$ cat config.mk
export PLATFORM = sky130hd
export DESIGN_NAME = sa_core_ctrl_flat
export DESIGN_NICKNAME = d
export VERILOG_FILES = /design/src/rtl/sa_core_ctrl_pkg.sv /design/src/rtl/sa_core_ctrl_if.sv /design/src/rtl/sa_core_ctrl_skew.sv /design/src/rtl/sa_core_ctrl.sv /design/src/flat_wrapper.sv
export SDC_FILE = /design/constraint.sdc
export NUM_CORES = 1
export LEC_CHECK = 0
export CAP_MARGIN = 20
export CORE_AREA = 2 2 313 315
export DETAILED_ROUTE_END_ITERATION = 8
export DIE_AREA = 0 0 315 317
export PLACE_DENSITY = 0.5
export SLEW_MARGIN = 25
export SYNTH_ARGS = -nofsm -noshare
export SYNTH_HDL_FRONTEND = slang
export SYNTH_SLANG_ARGS = --single-unit
$ cat constraint.sdc
create_clock -name clk -period 2.6 [get_ports clk]
set_clock_uncertainty 0.05 [all_clocks]
set_input_delay 0.52 -clock clk [delete_from_list [all_inputs] [get_ports clk]]
set_output_delay 0.52 -clock clk [all_outputs]
set_load 0.01 [all_outputs]
$ cat src/rtl/sa_core_ctrl_pkg.sv
// Shared types for the SA_CORE sequencer and the array itself.
package sa_pkg;

  localparam int SA_ROWS = 8;

  typedef logic [7:0]  operand_t;
  typedef logic [31:0] acc_t;

  typedef enum logic [2:0] {
    IDLE,
    FEED,
    FLUSH,
    DRAIN,
    DONE
  } ctrl_state_e;

endpackage

$ cat src/rtl/sa_core_ctrl_if.sv
// Operand-buffer, SA_CORE and result-buffer bus driven by the sequencer.
interface sa_core_ctrl_if
  import sa_pkg::*;
#(
  parameter int ROWS = SA_ROWS,
  parameter int AW   = 8
) ();

  logic                op_rd_en;
  logic [AW-1:0]       op_rd_addr;
  logic [ROWS*8-1:0]   op_a_data;
  logic [ROWS*8-1:0]   op_w_data;
  operand_t [ROWS-1:0] sa_a;
  operand_t [ROWS-1:0] sa_w;
  logic                sa_inpvalid;
  logic                sa_outread;
  acc_t [ROWS-1:0]     sa_rout;
  logic [ROWS-1:0]     sa_rvalid;
  logic                res_wr_en;
  logic [AW-1:0]       res_wr_addr;
  logic [ROWS*32-1:0]  res_wr_data;

  // Handshakes: a result beat transfers in the cycle where all sa_rvalid lanes
  // are high and sa_outread (the ready) is high; sa_outread is never raised
  // without full valid. Operand reads have no backpressure: data for an
  // op_rd_en cycle is on op_a_data/op_w_data exactly one cycle later.
  modport master (
    output op_rd_en, op_rd_addr, sa_a, sa_w, sa_inpvalid, sa_outread,
           res_wr_en, res_wr_addr, res_wr_data,
    input  op_a_data, op_w_data, sa_rout, sa_rvalid
  );

  modport slave (
    input  op_rd_en, op_rd_addr, sa_a, sa_w, sa_inpvalid, sa_outread,
           res_wr_en, res_wr_addr, res_wr_data,
    output op_a_data, op_w_data, sa_rout, sa_rvalid
  );

endinterface

$ cat src/rtl/sa_core_ctrl_skew.sv
// Diagonal input skew: lane r is delayed r cycles and reads 0 outside its valid window.
module sa_skew_line
  import sa_pkg::*;
#(
  parameter int ROWS = SA_ROWS
) (
  input  logic                clk,
  input  logic                rstn,
  input  logic [ROWS-1:0]     in_vld_i,
  input  logic [ROWS*8-1:0]   in_data_i,
  output operand_t [ROWS-1:0] out_data_o,
  output logic [ROWS-1:0]     out_vld_o
);

  for (genvar r = 0; r < ROWS; r++) begin : g_lane
    if (r == 0) begin : g_pass
      assign out_vld_o[r]  = in_vld_i[r];
      assign out_data_o[r] = in_vld_i[r] ? in_data_i[r*8 +: 8] : '0;
    end else begin : g_chain
      operand_t       dat_q [r];
      logic [r-1:0]   vld_q;

      always_ff @(posedge clk or negedge rstn) begin
        if (!rstn) begin
          for (int j = 0; j < r; j++) dat_q[j] <= '0;
          vld_q <= '0;
        end else begin
          dat_q[0] <= in_data_i[r*8 +: 8];
          vld_q[0] <= in_vld_i[r];
          for (int j = 1; j < r; j++) begin
            dat_q[j] <= dat_q[j-1];
            vld_q[j] <= vld_q[j-1];
          end
        end
      end

      assign out_vld_o[r]  = vld_q[r-1];
      assign out_data_o[r] = vld_q[r-1] ? dat_q[r-1] : '0;
    end
  end

endmodule

$ cat src/rtl/sa_core_ctrl.sv
// SA_CORE job sequencer: feed K skewed operand vectors, drain result vectors, pulse done.
// Define SA_CTRL_TIMEOUT_EN to add a DRAIN watchdog and the timeout output.
module sa_core_ctrl
  import sa_pkg::*;
#(
  parameter int ROWS        = SA_ROWS,
  parameter int AW          = 8,
  parameter int KW          = 8,
`ifdef SA_CTRL_TIMEOUT_EN
  parameter int TIMEOUT_CYC = 1024,
`endif
  parameter int DRAIN_VECS  = 8
) (
  input  logic              clk,
  input  logic              rstn,
  input  logic              start,
  input  logic [KW-1:0]     k_len,
  output logic              busy,
  output logic              done,
`ifdef SA_CTRL_TIMEOUT_EN
  output logic              timeout,
`endif
  output ctrl_state_e       dbg_state,
  sa_core_ctrl_if.master    bus
);

  localparam int DCW = (DRAIN_VECS > 1) ? $clog2(DRAIN_VECS) : 1;

  ctrl_state_e      state_q;
  logic [KW-1:0]    k_q;
  logic [KW-1:0]    feed_cnt_q;
  logic [DCW-1:0]   drain_cnt_q;
  logic [AW-1:0]    op_rd_addr_q;
  logic             op_rd_en_q;
  logic             ret_vld_q;
  logic             busy_q;
  logic             done_q;
  logic [ROWS-1:0]  a_vld;
  logic [ROWS-1:0]  w_vld;
  logic             accept;

`ifdef SA_CTRL_TIMEOUT_EN
  localparam int WDW = $clog2(TIMEOUT_CYC + 1);
  logic [WDW-1:0]   wd_q;
  logic             timeout_q;
  assign timeout = timeout_q;
`endif

  sa_skew_line #(.ROWS(ROWS)) u_skew_a (
    .clk        (clk),
    .rstn       (rstn),
    .in_vld_i   ({ROWS{ret_vld_q}}),
    .in_data_i  (bus.op_a_data),
    .out_data_o (bus.sa_a),
    .out_vld_o  (a_vld)
  );

  sa_skew_line #(.ROWS(ROWS)) u_skew_w (
    .clk        (clk),
    .rstn       (rstn),
    .in_vld_i   ({ROWS{ret_vld_q}}),
    .in_data_i  (bus.op_w_data),
    .out_data_o (bus.sa_w),
    .out_vld_o  (w_vld)
  );

  // The union of the per-lane windows is one contiguous run of K+ROWS-1 cycles.
  assign bus.sa_inpvalid = |(a_vld | w_vld);

  assign accept          = (state_q == DRAIN) && (&bus.sa_rvalid);
  assign bus.sa_outread  = accept;
  assign bus.res_wr_en   = accept;
  assign bus.res_wr_addr = AW'(drain_cnt_q);
  assign bus.res_wr_data = accept ? bus.sa_rout : '0;
  assign bus.op_rd_en    = op_rd_en_q;
  assign bus.op_rd_addr  = op_rd_addr_q;

  assign busy      = busy_q;
  assign done      = done_q;
  assign dbg_state = state_q;

  always_ff @(posedge clk or negedge rstn) begin
    if (!rstn) begin
      state_q      <= IDLE;
      k_q          <= '0;
      feed_cnt_q   <= '0;
      drain_cnt_q  <= '0;
      op_rd_en_q   <= 1'b0;
      op_rd_addr_q <= '0;
      ret_vld_q    <= 1'b0;
      busy_q       <= 1'b0;
      done_q       <= 1'b0;
`ifdef SA_CTRL_TIMEOUT_EN
      wd_q         <= '0;
      timeout_q    <= 1'b0;
`endif
    end else begin
      ret_vld_q <= op_rd_en_q;
      done_q    <= 1'b0;
`ifdef SA_CTRL_TIMEOUT_EN
      timeout_q <= 1'b0;
`endif
      case (state_q)
        IDLE: begin
          if (start) begin
            if (k_len != '0) begin
              state_q      <= FEED;
              k_q          <= k_len;
              feed_cnt_q   <= KW'(1);
              op_rd_en_q   <= 1'b1;
              op_rd_addr_q <= '0;
              busy_q       <= 1'b1;
            end else begin
              state_q <= DONE;
              done_q  <= 1'b1;
            end
          end
        end
        FEED: begin
          // feed_cnt_q counts reads issued including the current one.
          if (feed_cnt_q == k_q) begin
            state_q    <= FLUSH;
            op_rd_en_q <= 1'b0;
          end else begin
            feed_cnt_q   <= feed_cnt_q + KW'(1);
            op_rd_addr_q <= op_rd_addr_q + AW'(1);
          end
        end
        FLUSH: begin
          if (!bus.sa_inpvalid) begin
            state_q     <= DRAIN;
            drain_cnt_q <= '0;
`ifdef SA_CTRL_TIMEOUT_EN
            wd_q        <= '0;
`endif
          end
        end
        DRAIN: begin
          if (accept) begin
            if (drain_cnt_q == DCW'(DRAIN_VECS - 1)) begin
              state_q     <= DONE;
              busy_q      <= 1'b0;
              done_q      <= 1'b1;
              drain_cnt_q <= '0;
            end else begin
              drain_cnt_q <= drain_cnt_q + DCW'(1);
            end
`ifdef SA_CTRL_TIMEOUT_EN
            wd_q <= '0;
          end else if (wd_q == WDW'(TIMEOUT_CYC - 1)) begin
            state_q     <= DONE;
            busy_q      <= 1'b0;
            done_q      <= 1'b1;
            timeout_q   <= 1'b1;
            drain_cnt_q <= '0;
          end else begin
            wd_q <= wd_q + WDW'(1);
`endif
          end
        end
        DONE:    state_q <= IDLE;
        default: state_q <= IDLE;
      endcase
    end
  end

endmodule

$ cat src/flat_wrapper.sv
// flat-port wrapper written by rule: the top's interface ports become plain ports
module sa_core_ctrl_flat import sa_pkg::*;
#(
  parameter int ROWS        = SA_ROWS,
  parameter int AW          = 8,
  parameter int KW          = 8,

  parameter int DRAIN_VECS  = 8
)
  (clk, rstn, start, k_len, busy, done, dbg_state, bus_op_rd_en, bus_op_rd_addr, bus_sa_a, bus_sa_w, bus_sa_inpvalid, bus_sa_outread, bus_res_wr_en, bus_res_wr_addr, bus_res_wr_data, bus_op_a_data, bus_op_w_data, bus_sa_rout, bus_sa_rvalid);
  sa_core_ctrl_if #(.ROWS(ROWS), .AW(AW)) bus_i ();
  input  logic clk;
  input  logic rstn;
  input  logic start;
  input  logic [KW-1:0] k_len;
  output logic busy;
  output logic done;
  output ctrl_state_e dbg_state;
  output wire logic [$bits(bus_i.op_rd_en)-1:0] bus_op_rd_en;
  output wire logic [$bits(bus_i.op_rd_addr)-1:0] bus_op_rd_addr;
  output wire logic [$bits(bus_i.sa_a)-1:0] bus_sa_a;
  output wire logic [$bits(bus_i.sa_w)-1:0] bus_sa_w;
  output wire logic [$bits(bus_i.sa_inpvalid)-1:0] bus_sa_inpvalid;
  output wire logic [$bits(bus_i.sa_outread)-1:0] bus_sa_outread;
  output wire logic [$bits(bus_i.res_wr_en)-1:0] bus_res_wr_en;
  output wire logic [$bits(bus_i.res_wr_addr)-1:0] bus_res_wr_addr;
  output wire logic [$bits(bus_i.res_wr_data)-1:0] bus_res_wr_data;
  input wire logic [$bits(bus_i.op_a_data)-1:0] bus_op_a_data;
  input wire logic [$bits(bus_i.op_w_data)-1:0] bus_op_w_data;
  input wire logic [$bits(bus_i.sa_rout)-1:0] bus_sa_rout;
  input wire logic [$bits(bus_i.sa_rvalid)-1:0] bus_sa_rvalid;
  assign bus_op_rd_en = bus_i.op_rd_en;
  assign bus_op_rd_addr = bus_i.op_rd_addr;
  assign bus_sa_a = bus_i.sa_a;
  assign bus_sa_w = bus_i.sa_w;
  assign bus_sa_inpvalid = bus_i.sa_inpvalid;
  assign bus_sa_outread = bus_i.sa_outread;
  assign bus_res_wr_en = bus_i.res_wr_en;
  assign bus_res_wr_addr = bus_i.res_wr_addr;
  assign bus_res_wr_data = bus_i.res_wr_data;
  assign bus_i.op_a_data = bus_op_a_data;
  assign bus_i.op_w_data = bus_op_w_data;
  assign bus_i.sa_rout = bus_sa_rout;
  assign bus_i.sa_rvalid = bus_sa_rvalid;
  sa_core_ctrl #(.ROWS(ROWS), .AW(AW), .KW(KW), .DRAIN_VECS(DRAIN_VECS)) u_core (.clk(clk), .rstn(rstn), .start(start), .k_len(k_len), .busy(busy), .done(done), .dbg_state(dbg_state), .bus(bus_i));
endmodule
==> impl_metrics.py <==
metrics = {
    "status": {
        "status": "finished, violations left",
        "violations": "negative setup slack",
    },
    "yosys": {
        "yosys_register_bits": 489,
        "ys.flop_type": "dfrtp_1",
        "avgSynthCellArea_sq_um": 14.80,
        "syn_area_sq_um": 15800,
        "ys_seq_area_share_pct": 77.47,
        "syn_inst": 1067,
        "async_flop_share_pct": 100.0,
        "synth_cell_type_count": 38,
        "synth_edf_count": 0,
        "ys_warn_count": 0,
    },
    "power_and_ir_drop": {
        "p_per_area_nw_per_um2": 558.9,
        "ir_worst_vdd_mv": 0.5006,
        "p_leak_uw": 0.01332,
        "fin_total_pwr_uw": 16500,
    },
    "floorplanning": {
        "initial_core_util_pct": 16.41,
        "die_h_microns": 317,
        "die_area_sq_um": 99860,
        "pin_count": 812,
        "num_rows": 114,
        "die_x_microns": 315,
        "core_area_sq_um": 96280,
    },
    "route": {
        "first_pass_iters": 4,
        "viasPerCell": 3.580,
        "drt_iter0_drc": 524,
        "vias": 12104,
        "wl_per_cell_microns": 26.81,
        "drc": 0,
        "final_antenna_net_count": 0,
        "drt_wl_total_mm": 90.65,
    },
    "worst_setup_path": {
        "required_ns": 2.03,
        "cp-start-kind": "register",
        "cp_max_fo": 9,
        "crit_path_frequent_cell": "buf_12",
        "crit_chain": "nand2_2 -> nor4_4 -> buf_6 -> buf_12 -> buf_12 -> buf_4 -> buf_16 -> and2_1 -> clkdlybuf4s15_1",
        "crit_path_top_delay_cell": "dfrtp_1",
        "reg2reg_from": "u_core.feed_cnt_q[5]$_DFFE_PN0P_",
        "crit_path_start": "u_core.dbg_state[0]$_DFFE_PN0P_",
        "critPathArrivalTime_ns": 2.41,
        "worstSetupEndpointType": "primary output",
        "slowest_delay_ns": 0.36,
        "path_class": "reg -> out",
    },
    "sta": {
        "hold_viol": 0,
        "relSlewSlack_pct": 57.79,
        "fin_crit_ns": 2.982,
        "final-max-slew-violation-count": 0,
        "rsz0062_at_grt": "yes",
        "setup_viol": 258,
        "clock.fmax_ghz": 0.3354,
        "finalCritPeriodShare_pct": 114.7,
        "worst_pin_slew_ns": 0.6331,
        "fin_ws_ns": -0.3818,
    },
    "global_routing": {
        "track_usage_pct": 17.51,
        "grt_pass1_vias": 12872,
        "antenna_found_initial": 115,
        "grt-ovfl-total": 0,
        "grt_pass1_wl_mm": 115.8,
        "grt_max_degree": 64,
    },
    "clocking": {
        "clk_latency_ns": 0.59,
        "cts-htree-levels": 2,
        "tritoncts": "done",
        "clkSinkCount": 489,
        "clockRootBuffer": "clkbuf_16",
        "clkTransAtPathRegs_ns": 0.07,
        "cts_buffers": 48,
        "clockBufferDepth": 3,
    },
    "placed_design": {
        "io_buffer_count": 806,
        "hpwlAfterDp_mm": 75.59,
        "place_congestion": 0.8728,
        "placed_cell_area_sq_um": 26210,
    },
    "cells_and_area": {
        "drive_gt1_share_pct": 30.81,
        "syn_to_final_growth_pct": 86.91,
        "fin_area_sq_um": 29530,
        "nets": 2414,
    },
    "worst_hold_path": {
        "worstHoldStart": "u_core.u_skew_a.g_lane[6].g_chain.dat_q[28]$_DFF_PN0_",
        "hp-class": "reg -> reg",
    },
    "run": {
        "drv_cap": 0,
    },
}
## Yosys cell counts, drive strengths merged (6+ instances only)
| cell | count | share of area (%) |
|---|---|---|
| o21ai | 11 | 0.42 |
| clkbuf | 36 | 1.0 |
| nand3 | 7 | 0.22 |
| buf | 12 | 0.55 |
| dfrtp | 489 | 77 |
| nor2 | 7 | 0.17 |
| xnor2 | 8 | 0.44 |
| nor4 | 6 | 0.33 |
| nand2 | 42 | 1.0 |
| a21oi | 6 | 0.19 |
| and2 | 386 | 15 |
## sequential cells by signal, summed over array words and instances, names as in the netlist, 3 cells and up
register,flops
u_core.k_q,8
u_core.drain_cnt_q,3
u_core.dbg_state,3
u_core.u_skew_a.g_lane.g_chain.dat_q,224
u_core.bus.op_rd_addr,8
u_core.feed_cnt_q,8
u_core.u_skew_w.g_lane.g_chain.dat_q,224
u_core.u_skew_a.g_lane.g_chain.vld_q,7
## layout by cell type (no fill, tap or decap), drive strengths merged
cell type      synthesis  final
diode                  0     60
and2                 386    386
o21ai                 11     11
nor2                   7      7
nor3b                  2      2
dlygate4sd3            0      1
nor4                   6      6
nand3b                 1      1
mux2i                  5      5
inv                    4      8
nand2                 42     42
clkbuf                36     87
clkinv                 0     12
a221o                  1      1
nand4                  4      4
o31ai                  4      4
o2bb2ai                3      3
conb                   1      5
xnor2                  8      8
ha                     4      4
and3                   3      3
mux2                   2      2
bufinv                 0      4
a22o                   5      5
or2                    5      5
clkdlybuf4s50          0    523
clkdlybuf4s15          0      9
dlymetal6s2s           0     24
or4                    4      4
nand2b                 2      2
nor4b                  1      1
a21o                   2      2
buf                   12    352
nor3                   1      1
a21oi                  6      6
nand3                  7      7
dlygate4sd2            0      4
o21a                   3      3
dfrtp                489    489
clkinvlp               0      2
## worst paths after layout
kind                                                                    endpoint  slack [ns]  cells after the start
max                                                          bus_res_wr_data[45]       -0.38                      9
min                        u_core.u_skew_a.g_lane[6].g_chain.dat_q[20]$_DFF_PN0_        0.28                      0
max reg2reg                                 u_core.bus.op_rd_addr[0]$_DFFE_PN0P_        0.54                      5
min reg2reg                u_core.u_skew_a.g_lane[6].g_chain.dat_q[20]$_DFF_PN0_        0.28                      0
max in group asynchronous   u_core.u_skew_w.g_lane[3].g_chain.dat_q[6]$_DFF_PN0_        1.27                      3
min in group asynchronous  u_core.u_skew_a.g_lane[5].g_chain.dat_q[17]$_DFF_PN0_        0.48                      2
## power breakdown
part           total (uW)  leakage, uW  switching (uW)  internal (uW)
sequential           8110      0.00573             121           7990
clock                7230     0.000836            2980           4260
combinational        1160      0.00675             458            698
total               16500       0.0133            3560          12900
## cell families (layout without fill, tap and decap cells)
group / after synthesis / in the layout / share of synthesized area (%)
compound gates: 35 / 35 / 1.545
mux: 7 / 7 / 0.4594
flops: 489 / 489 / 77.47
xor+xnor: 8 / 8 / 0.4436
fa+ha+maj: 4 / 4 / 0.3168
other cells: 1 / 65 / 0.02374
simple gates: 471 / 471 / 18.06
buf+inv: 52 / 1026 / 1.687
## metal layers
layer	wire [microns]	track usage (%)	part of all wire, %	up-vias
met5	39	0	0.043	-
met4	5326	10.83	5.9	6
met3	6672	4.885	7.4	199
met2	50110	33.17	55	635
met1	28500	16.61	31	5975
li1	-	-	-	5289
## cell type report
class	count	area, sq um
flip-flops and latches	489	12240
clock inverters	22	297.8
fillers	9734	66750
well taps	1276	1597
clock buffers	66	1410
inverters	4	15.01
multi-input cells	530	3707
repair buffers	934	10110
diodes	60	150.1
## timing repair
item,CTS,global route
cloned,14,5
pin swaps,7,60
resized for setup,608,540
hold buffers,1,0
setup endpoints to repair,303,312
setup buffers,38,31
hold endpoints to repair,46,0
## worst max-delay path: cells and delay by family (launching register included)
family,cells,cell delay [ns]
buf+inv,6,0.96
simple gates,3,0.48
flops,1,0.36
## through the flow
| step | setup WS (ns) | std cells | TNS [ns] | hold WS (ns) | util, % |
|---|---|---|---|---|---|
| after floorplan | 0.4647 | 1071 | 0 | 0.1744 | - |
| after global placement | -1.142 | 3157 | -248.20 | 0.2816 | 27.22 |
| after detailed placement | -1.137 | 3157 | -248.93 | 0.2847 | 27.22 |
| after CTS | -0.6388 | 3297 | -114.13 | 0.2569 | 29.62 |
| after global routing | -0.5079 | 3348 | -84.71 | 0.2666 | 30.58 |
| final | -0.3818 | 3381 | -51.51 | 0.2790 | 30.67 |
(Power assumes the default switching activity.)
